## src/rtl/qtcore_pkg.sv

```systemverilog
// qtcore_pkg: B-operand source codes, operand-stage state encoding and B selection helper
package qtcore_pkg;
   localparam logic [1:0] BSEL_UNARY = 2'b00;
   localparam logic [1:0] BSEL_IMM   = 2'b01;
   localparam logic [1:0] BSEL_MEM   = 2'b10;
   typedef enum logic [1:0] {IDLE = 2'b00, RD_WAIT = 2'b01, EXEC = 2'b10} state_t;
   // reserved code 11 falls back to a unary (B=0) operand
   function automatic logic [7:0] b_operand(input logic [1:0] bsel, input logic [7:0] imm);
      return bsel == BSEL_IMM ? imm : 8'h00;
   endfunction
endpackage

```

## src/rtl/rd_timeout_ctr.sv

```systemverilog
// rd_timeout_ctr: counts memory-wait cycles and flags the last permitted cycle
module rd_timeout_ctr #(
   parameter int TIMEOUT_CYC = 8
) (
   input  logic clk,
   input  logic rst,
   input  logic clear,
   input  logic en,
   output logic expired
);
   localparam int W = TIMEOUT_CYC > 1 ? $clog2(TIMEOUT_CYC) : 1;
   localparam logic [W-1:0] LAST = W'(TIMEOUT_CYC - 1);
   logic [W-1:0] count;
   assign expired = count == LAST;
   always_ff @(posedge clk) begin
      if (rst || clear) count <= '0;
      else if (en && !expired) count <= count + 1'b1;
   end
endmodule

```

## src/rtl/alu_operand_stage.sv

```systemverilog
// alu_operand_stage: owns ACC, gathers the B operand and writes ALU results back
module alu_operand_stage
   import qtcore_pkg::*;
#(
   parameter int ADDR_W      = 5,
   parameter int TIMEOUT_CYC = 8
) (
   input  logic              clk,
   input  logic              rst,
   input  logic              instr_valid,
   output logic              instr_ready,
   input  logic [3:0]        instr_opcode,
   input  logic [1:0]        instr_bsel,
   input  logic [7:0]        instr_imm,
   input  logic [ADDR_W-1:0] instr_addr,
   output logic              mem_rd_en,
   output logic [ADDR_W-1:0] mem_addr,
   input  logic              mem_rd_valid,
   input  logic [7:0]        mem_rd_data,
   output logic [7:0]        alu_a,
   output logic [7:0]        alu_b,
   output logic [3:0]        alu_opcode,
   input  logic [7:0]        alu_y,
   input  logic              acc_load_en,
   input  logic [7:0]        acc_load_data,
   output logic [7:0]        acc,
   output logic              zero_flag,
   output logic              done,
   output logic              err
);
   state_t state, state_n;
   logic accept, rd_hit, timeout, expired;
   assign instr_ready = state == IDLE && !acc_load_en;
   assign accept      = instr_valid && instr_ready;
   assign rd_hit      = state == RD_WAIT && mem_rd_valid;
   // data arriving in the final wait cycle still wins over the timeout
   assign timeout     = state == RD_WAIT && !mem_rd_valid && expired;
   rd_timeout_ctr #(.TIMEOUT_CYC(TIMEOUT_CYC)) u_ctr (
      .clk    (clk),
      .rst    (rst),
      .clear  (state != RD_WAIT),
      .en     (state == RD_WAIT),
      .expired(expired)
   );
   always_comb begin
      state_n = state;
      state_n = accept  ? (instr_bsel == BSEL_MEM ? RD_WAIT : EXEC) :
                rd_hit  ? EXEC :
                timeout ? IDLE :
                state == EXEC ? IDLE : state;
   end
   always_ff @(posedge clk) begin
      if (rst) begin
         state      <= IDLE;
         acc        <= '0;
         zero_flag  <= 1'b1;
         done       <= 1'b0;
         err        <= 1'b0;
         mem_rd_en  <= 1'b0;
         mem_addr   <= '0;
         alu_a      <= '0;
         alu_b      <= '0;
         alu_opcode <= '0;
      end else begin
         state     <= state_n;
         mem_rd_en <= accept && instr_bsel == BSEL_MEM;
         done      <= state == EXEC || timeout;
         if (state == IDLE && acc_load_en) begin
            acc       <= acc_load_data;
            zero_flag <= acc_load_data == 8'h00;
         end else if (state == EXEC) begin
            acc       <= alu_y;
            zero_flag <= alu_y == 8'h00;
         end
         if (accept) begin
            alu_a      <= acc;
            alu_b      <= b_operand(instr_bsel, instr_imm);
            alu_opcode <= instr_opcode;
            if (instr_bsel == BSEL_MEM) mem_addr <= instr_addr;
         end
         if (rd_hit) alu_b <= mem_rd_data;
         if (timeout) err <= 1'b1;
      end
   end
endmodule
```

## config.mk

```make
export PLATFORM = sky130hd
export DESIGN_NAME = alu_operand_stage
export DESIGN_NICKNAME = d
export VERILOG_FILES = /design/src/rtl/qtcore_pkg.sv /design/src/rtl/rd_timeout_ctr.sv /design/src/rtl/alu_operand_stage.sv
export SDC_FILE = /design/constraint.sdc
export NUM_CORES = 1
export LEC_CHECK = 0
export CORE_MARGIN = 8
export CORE_UTILIZATION = 35
export CTS_BUF_LIST = sky130_fd_sc_hd__clkbuf_4
export DETAILED_ROUTE_END_ITERATION = 10
export PLACE_DENSITY = 0.75
export SLEW_MARGIN = 40
export SYNTH_ARGS = -nofsm -noshare
export SYNTH_HDL_FRONTEND = slang
export SYNTH_SLANG_ARGS = --single-unit
```

## constraint.sdc

```tcl
create_clock -name clk -period 1.4 [get_ports clk]
set_input_delay 0.21 -clock clk [delete_from_list [all_inputs] [get_ports clk]]
set_output_delay 0.21 -clock clk [all_outputs]
set_load 0.02 [all_outputs]
```

==> insert_results.sql, run 1 <==
INSERT INTO impl_metrics (metric_group, metric, value, unit) VALUES
('timing', 'worst-slew-pin-transition', '407', 'ps'),
('placement', 'gpl.final_weighted_congestion', '0.761', ''),
('yosys', 'synth_fa_ha_area_share', '1.46', '%'),
('power', 'power_leakage', '1.20', 'nW'),
('final_layout', 'drive_above_1_share', '18.4', '%'),
('placement', 'dpl.hpwl', '3940', 'um'),
('timing', 'timing.final.setup_violations', '21', ''),
('clock_network', 'cts.reportedPaths.clkPinSlew', '120', 'ps'),
('final_layout', 'final_design_instance_area_without_fill', '0.00290', 'mm2'),
('floorplanning', 'start_util', '36.3', '%'),
('min_path', 'worstHoldEndpoint', 'alu_opcode[2]$_SDFFE_PP0P_', ''),
('clock_network', 'numCtsBuffers', '5', ''),
('worst_setup_path', 'worstReg2RegStart', 'state[0]$_SDFFE_PP0P_', ''),
('min_path', 'worstHoldStart', 'instr_opcode[2]', ''),
('timing', 'timing_hold_violations_final', '0', ''),
('floorplanning', 'die_h', '86.0', 'um'),
('global_route', 'grt_start_max_net_pins', '23', ''),
('yosys', 'synthXorXnorAreaFrac', '0.511', '%'),
('drt', 'wl_met3', '477', 'um'),
('timing', 'post-route-min-period', '1470', 'ps'),
('timing', 'maxSlewViolCount', '0', ''),
('yosys', 'synth_top_family_by_area', 'simple AND/OR/NAND/NOR gates', ''),
('worst_setup_path', 'crit_path_end_kind', 'register', ''),
('worst_setup_path', 'rrSetupSlack', '-70', 'ps'),
('yosys', 'mappedNetlistArea', '0.00172', 'mm2'),
('clock_network', 'clock_sink_count', '42', ''),
('power', 'power', '2.36', 'mW'),
('drt', 'met2_length', '2440', 'um'),
('clock_network', 'clock_latency', '350', 'ps'),
('run_status', 'status', 'finished, violations left', ''),
('worst_setup_path', 'timing.critical_path.arrival', '1760', 'ps'),
('timing', 'rsz0062_at_grt', 'true', ''),
('placement', 'io_buffer_count', '85', ''),
('clock_network', 'cts.hold.buffers_added', '0', ''),
('drt', 'detailroute.via_count', '1792', ''),
('timing', 'postLayoutSetupSlackWorst', '-73.8', 'ps'),
('clock_network', 'cts_tree', 'done', ''),
('final_layout', 'multi_input_area', '891', 'um2'),
('yosys', 'synth-compound-area-share', '20.3', '%'),
('run_status', 'violations', 'negative setup slack', ''),
('global_route', 'grt-ovfl-total', '0', ''),
('final_layout', 'seqCellArea', '846', 'um2'),
('power', 'peakVddDrop', '0.558', 'mV'),
('drt', 'finalWirelength', '5320', 'um'),
('floorplanning', 'design.portCount', '86', ''),
('global_route', 'vias_in_the_first_global_route', '1774', ''),
('drt', 'detailedRoute.firstPassIterationCount', '4', ''),
('drt', 'drt-vias-per-instance', '4.98', ''),
('drt', 'route.layer.met1.wl', '2350', 'um'),
('clock_network', 'cts_max_path_buffers', '2', ''),
('drt', 'avgRoutedWirePerCell', '14.8', 'um'),
('yosys', 'synth-seq-area-share', '49.0', '%'),
('drt', 'initialDrtViolationCount', '71', ''),
('drt', 'ant_nets', '0', ''),
('placement', 'place_area', '0.00272', 'mm2'),
('final_layout', 'fillers', '438', ''),
('worst_setup_path', 'startpoint_type', 'register', ''),
('yosys', 'syn_inst', '196', ''),
('final_layout', 'layout.nets', '343', ''),
('floorplanning', 'width_of_the_die', '86.0', 'um'),
('yosys', 'synthesized_area_fraction_occupied_by_and_or_nand_nor_cells', '22.0', '%'),
('timing', 'timing.fmax', '679', 'MHz'),
('global_route', 'antenna_found_initial', '0', ''),
('yosys', 'ffs_latches_synth', '42', ''),
('power', 'pwr_density_cell', '813', 'mW/mm2'),
('yosys', 'syn-mean-instance-area', '8.75', 'um2'),
('timing', 'fin_worst_skew', '7.43', 'ps'),
('drt', 'remaining_drc_errors', '0', ''),
('clock_network', 'h-tree-depth', '2', ''),
('timing', 'max-slew-margin-rel', '72.8', '%'),
('worst_setup_path', 'required', '1680', 'ps');
cells in the final DEF (no fill, tap or decap), types with 2 or more instances in the layout:
cell and n:
sky130_fd_sc_hd__clkbuf_16 2, sky130_fd_sc_hd__mux2i_1 3, sky130_fd_sc_hd__buf_12 3, sky130_fd_sc_hd__nor2b_2 2, sky130_fd_sc_hd__nor2_1 9, sky130_fd_sc_hd__dfxtp_1 40
sky130_fd_sc_hd__nand3_2 2, sky130_fd_sc_hd__nand2_1 29, sky130_fd_sc_hd__nand3_1 14, sky130_fd_sc_hd__a21oi_1 29, sky130_fd_sc_hd__nand2_2 3, sky130_fd_sc_hd__o21ai_1 5
sky130_fd_sc_hd__ha_1 2, sky130_fd_sc_hd__buf_6 3, sky130_fd_sc_hd__a21oi_2 7, sky130_fd_sc_hd__nor4_1 4, sky130_fd_sc_hd__dlygate4sd2_1 36, sky130_fd_sc_hd__buf_4 11
sky130_fd_sc_hd__nand2_4 2, sky130_fd_sc_hd__a32oi_1 5, sky130_fd_sc_hd__clkbuf_4 7, sky130_fd_sc_hd__a22oi_1 7, sky130_fd_sc_hd__a32oi_2 3, sky130_fd_sc_hd__clkdlybuf4s50_1 47
cell type report:
| type | instances | share of cell area, % |
|---|---|---|
| clock buffers | 7 | 1.81 |
| multi-input cells | 140 | 30.7 |
| flip-flops and latches | 42 | 29.2 |
| well taps | 67 | 2.89 |
| repair buffers | 104 | 35.4 |
registers in the layout, summed over array words and instances, names as in the netlist:
register	cells
alu_opcode	4
u_ctr.count	3
state	2
zero_flag	1
err	1
mem_rd_en	1
acc	8
mem_addr	5
alu_a	8
alu_b	8
done	1
synth_stat cells (all sizes together):
cell | count | area, um2
a21oi | 36 | 180
a22oi | 8 | 60.1
a32oi | 8 | 70.1
and3b | 1 | 8.76
buf | 9 | 66.3
clkbuf | 5 | 18.8
dfxtp | 42 | 841
ha | 2 | 25.0
mux2i | 3 | 30.0
nand2 | 34 | 128
nand2b | 1 | 6.26
nand3 | 16 | 80.1
nand3b | 1 | 7.51
nor2 | 9 | 33.8
nor2b | 3 | 18.8
nor3 | 1 | 5.00
nor3b | 1 | 12.5
nor4 | 4 | 25.0
nor4b | 1 | 23.8
nor4bb | 1 | 10.0
o21ai | 6 | 30.0
o21bai | 1 | 7.51
or3b | 1 | 8.76
or4b | 1 | 10.0
xor2 | 1 | 8.76
worst max-delay path: stages (launching register included):
cell,delay [ps]
sky130_fd_sc_hd__dfxtp_4,390
sky130_fd_sc_hd__buf_6,130
sky130_fd_sc_hd__nor4b_4,240
sky130_fd_sc_hd__buf_4,180
sky130_fd_sc_hd__buf_12,140
sky130_fd_sc_hd__buf_12,110
sky130_fd_sc_hd__nand3_2,80
sky130_fd_sc_hd__a21oi_2,130
worst max path at each step:
stage                               start  slack, ps                       end  depth (start not counted)
finish              state[0]$_SDFFE_PP0P_        -70  mem_addr[2]$_SDFFE_PP0P_                          7
detailed placement            acc_load_en       -410  mem_addr[0]$_SDFFE_PP0P_                          5
floorplan           state[0]$_SDFFE_PP0P_         40     alu_b[7]$_SDFFE_PP0P_                          5
global route        state[0]$_SDFFE_PP0P_       -120  mem_addr[2]$_SDFFE_PP0P_                          7
CTS                 state[0]$_SDFFE_PP0P_        -50  mem_addr[0]$_SDFFE_PP0P_                          4
global placement              acc_load_en       -360  mem_addr[3]$_SDFFE_PP0P_                          5
power breakdown:
part	switching (mW)	internal, mW
combinational	0.233	0.271
sequential	0.0280	1.24
clock	0.360	0.229
timing repair:
action	in CTS	in global routing
resized for setup	46	32
pin swaps	0	19
endpoints found under the setup margin	73	33
cloned	0	2
buffers inserted	0	2
cells by family after synthesis:
group	after synthesis
simple gates	75
compound gates	59
flops	42
buf+inv	14
mux	3
fa+ha+maj	2
xor+xnor	1
layer usage:
metal	track usage, %	vias up
met5	0	-
met4	4.30	0
met3	6.40	5
met2	21.9	68
met1	16.7	823
li1	-	896
stage by stage:
stage / utilization [%] / setup WS, ps / TNS [ps] / std cells
floorplan: - / 39.1 / 0 / 196
global placement: 57.5 / -356 / -10040 / 349
detailed placement: 57.5 / -413 / -11120 / 349
CTS: 57.7 / -54.5 / -236 / 356
global route: 61.4 / -125 / -2400 / 360
finish: 61.4 / -73.8 / -759 / 360
Note: power is estimated with default switching activity, not from simulation.
==> run 2, diff against run 1 <==
- CORE_ASPECT_RATIO: default -> 1.5
==> run 2 against run 1 <==
The flow still finishes with violations (negative setup slack). Clock power decreased by 1%. Total power decreased by 1.2%. Hold slack got worse by 9.9 ps. Maximum frequency about the same. Setup slack about the same. Sequential cell count unchanged. Sequential share of layout area increased by 0.95 points. Design area decreased by 3.1%. Clock skew decreased by 1.8 ps. Combinational power decreased by 4.0%. Largest power group unchanged.
==> insert_results.sql, run 2 (synthesis gave the netlist of run 1 again) <==
INSERT INTO impl_metrics (metric_group, metric, value, unit) VALUES
('run_status', 'status', 'finished, violations left', ''),
('run_status', 'violations', 'negative setup slack', ''),
('min_path', 'worstHoldStart', 'instr_opcode[2]', ''),
('global_route', 'grt_start_max_net_pins', '26', ''),
('global_route', 'grt_resource_usage_total', '14.4', '%'),
('floorplanning', 'start_util', '36.0', '%'),
('global_route', 'antenna_found_initial', '0', ''),
('final_layout', 'drive_above_1_share', '13.0', '%'),
('drt', 'drt-vias-per-instance', '4.98', ''),
('worst_setup_path', 'timing.reg2reg.worst_path_depth', '6', ''),
('timing', 'timing_hold_violations_final', '0', ''),
('worst_setup_path', 'crit_path_end_kind', 'register', ''),
('clock_network', 'clk_root_buffer_cell', 'sky130_fd_sc_hd__clkbuf_4', ''),
('worst_setup_path', 'critical-path-top-delay-family', 'buffers and inverters', ''),
('timing', 'maxSlewViolCount', '0', ''),
('clock_network', 'cts_max_path_buffers', '2', ''),
('run', 'timing.max_cap.violations', '0', ''),
('worst_setup_path', 'critical_path.slowest_cell', 'sky130_fd_sc_hd__dfxtp_2', ''),
('worst_setup_path', 'worstReg2RegEnd', 'state[1]$_SDFFE_PP0P_', ''),
('timing', 'timing.fmax', '679', 'MHz'),
('clock_network', 'cts.reportedPaths.clkPinSlew', '120', 'ps'),
('clock_network', 'numCtsBuffers', '5', ''),
('final_layout', 'layout.nets', '341', ''),
('worst_setup_path', 'crit_buf_inv', '3', ''),
('worst_setup_path', 'worst-setup-path-type', 'reg -> reg', ''),
('floorplanning', 'width_of_the_die', '73.2', 'um'),
('worst_setup_path', 'cp_slowest_stage_delay', '360', 'ps'),
('floorplanning', 'design.die.area', '0.00744', 'mm2'),
('power', 'power_leakage', '1.16', 'nW'),
('worst_setup_path', 'required', '1630', 'ps'),
('min_path', 'worst_hold_path.num_cells', '3', ''),
('final_layout', 'num_antenna_cells', '0', ''),
('final_layout', 'most_common_cell_after_layout_fill_and_taps_aside', 'sky130_fd_sc_hd__clkdlybuf4s50_1', ''),
('clock_network', 'clock_sink_count', '42', ''),
('placement', 'dpl.hpwl', '4120', 'um'),
('drt', 'detailroute.via_count', '1783', ''),
('worst_setup_path', 'startpoint_type', 'register', ''),
('floorplanning', 'design.portCount', '86', ''),
('placement', 'place_area', '0.00269', 'mm2'),
('final_layout', 'fillers', '470', ''),
('global_route', 'grt_first_pass_wirelength', '8500', 'um'),
('floorplanning', 'die_h', '102', 'um'),
('final_layout', 'area_added_between_synthesis_and_finish', '63.7', '%'),
('timing', 'timing.final.setup_violations', '11', ''),
('worst_setup_path', 'rrSetupSlack', '-70', 'ps'),
('global_route', 'grt-ovfl-total', '0', ''),
('drt', 'remaining_drc_errors', '0', ''),
('timing', 'post-route-min-period', '1470', 'ps'),
('timing', 'fin_worst_skew', '5.66', 'ps'),
('worst_setup_path', 'worstPathCellList', 'buf_6 > nor4b_4 > buf_4 > buf_12 > mux2i_2 > a21oi_1', ''),
('timing', 'postLayoutSetupSlackWorst', '-73.7', 'ps'),
('placement', 'gpl.final_weighted_congestion', '0.762', ''),
('final_layout', 'final_design_instance_area_without_fill', '0.00281', 'mm2'),
('final_layout', 'reg_top3', 'acc: 8 flops, alu_a: 8 flops, alu_b: 8 flops', ''),
('min_path', 'worstHoldEndpoint', 'alu_opcode[2]$_SDFFE_PP0P_', ''),
('timing', 'min_period_over_period', '105', '%'),
('global_route', 'vias_in_the_first_global_route', '1809', ''),
('drt', 'detailedRoute.firstPassIterationCount', '6', ''),
('drt', 'ant_nets', '0', ''),
('worst_setup_path', 'timing.critical_path.arrival', '1710', 'ps'),
('power', 'pwr_density_cell', '829', 'mW/mm2'),
('drt', 'initialDrtViolationCount', '64', ''),
('floorplanning', 'core.rowCount', '31', ''),
('clock_network', 'cts.hold.buffers_added', '0', ''),
('worst_setup_path', 'worstReg2RegStart', 'state[1]$_SDFFE_PP0P_', ''),
('timing', 'worst-slew-pin-transition', '555', 'ps'),
('floorplanning', 'core_area', '0.00477', 'mm2'),
('min_path', 'min-delay-path-class', 'in -> reg', ''),
('placement', 'io_buffer_count', '85', ''),
('timing', 'rsz0062_at_grt', 'true', ''),
('final_layout', 'layout.cells.most_common_list', '46 x sky130_fd_sc_hd__clkdlybuf4s50_1, 40 x sky130_fd_sc_hd__dfxtp_1, 38 x sky130_fd_sc_hd__dlygate4sd2_1', ''),
('clock_network', 'clock_latency', '340', 'ps'),
('timing', 'max-slew-margin-rel', '62.9', '%'),
('worst_setup_path', 'worst-path-max-fanout', '7', ''),
('drt', 'avgRoutedWirePerCell', '15.4', 'um'),
('clock_network', 'cts_tree', 'done', ''),
('timing', 'hold_ws', '398', 'ps'),
('drt', 'finalWirelength', '5510', 'um'),
('clock_network', 'h-tree-depth', '2', ''),
('power', 'peakVddDrop', '0.752', 'mV');
run 2: metrics by stage:
stage	utilization, %	worst slack [ps]	setup TNS [ps]	power, mW	std cells
after CTS	57.1	-26.2	-100	2.31	355
final	58.9	-73.7	-360	2.33	358
after detailed placement	56.5	-426	-10110	1.77	347
after floorplan	-	39.1	0	1.48	196
after global routing	58.9	-135	-2040	2.44	358
after global placement	56.5	-406	-9330	1.76	347
run 2: timing repair:
action	CTS	global route
cloned	0	2
endpoints found under the setup margin	55	33
resized for setup	49	12
buffers inserted	0	1
pin swaps	0	10
run 2: layout make-up:
class / instances / area, um2 / area share, %
clock buffers: 6 / 45.0 / 1.60
clock inverters: 2 / 8.76 / 0.312
multi-input cells: 140 / 821 / 29.2
flip-flops and latches: 42 / 846 / 30.1
well taps: 66 / 82.6 / 2.94
repair buffers: 102 / 1010 / 35.8
run 2: metal layers:
metal / share of wire, % / track usage [%] / routed length, um
met1: 38 / 14.1 / 2070
met2: 55 / 26.3 / 3030
met3: 5.5 / 4.56 / 302
met4: 2.1 / 6.81 / 116
met5: 0 / 0 / 0
run 2: worst register-to-register path, cell delays in order (launching register included):
cell                      delay [ps]
sky130_fd_sc_hd__dfxtp_2         360
sky130_fd_sc_hd__buf_6           130
sky130_fd_sc_hd__nor4b_4         250
sky130_fd_sc_hd__buf_4           180
sky130_fd_sc_hd__buf_12          130
sky130_fd_sc_hd__mux2i_2         220
sky130_fd_sc_hd__a21oi_1          90
run 2: worst max path at each step:
stage / startpoint / cells past startpoint / endpoint
6_report: state[1]$_SDFFE_PP0P_ / 6 / state[1]$_SDFFE_PP0P_
5_1_grt: state[1]$_SDFFE_PP0P_ / 6 / state[1]$_SDFFE_PP0P_
4_1_cts: state[0]$_SDFFE_PP0P_ / 5 / state[1]$_SDFFE_PP0P_
3_5_place_dp: acc_load_en / 5 / mem_addr[1]$_SDFFE_PP0P_
3_3_place_gp: acc_load_en / 5 / mem_addr[3]$_SDFFE_PP0P_
2_1_floorplan: state[0]$_SDFFE_PP0P_ / 5 / alu_b[7]$_SDFFE_PP0P_
run 2: report_power, final:
group          switching [mW]  internal, mW
clock network           0.373         0.209
logic                   0.223         0.260
registers              0.0262          1.24
total                   0.622          1.71
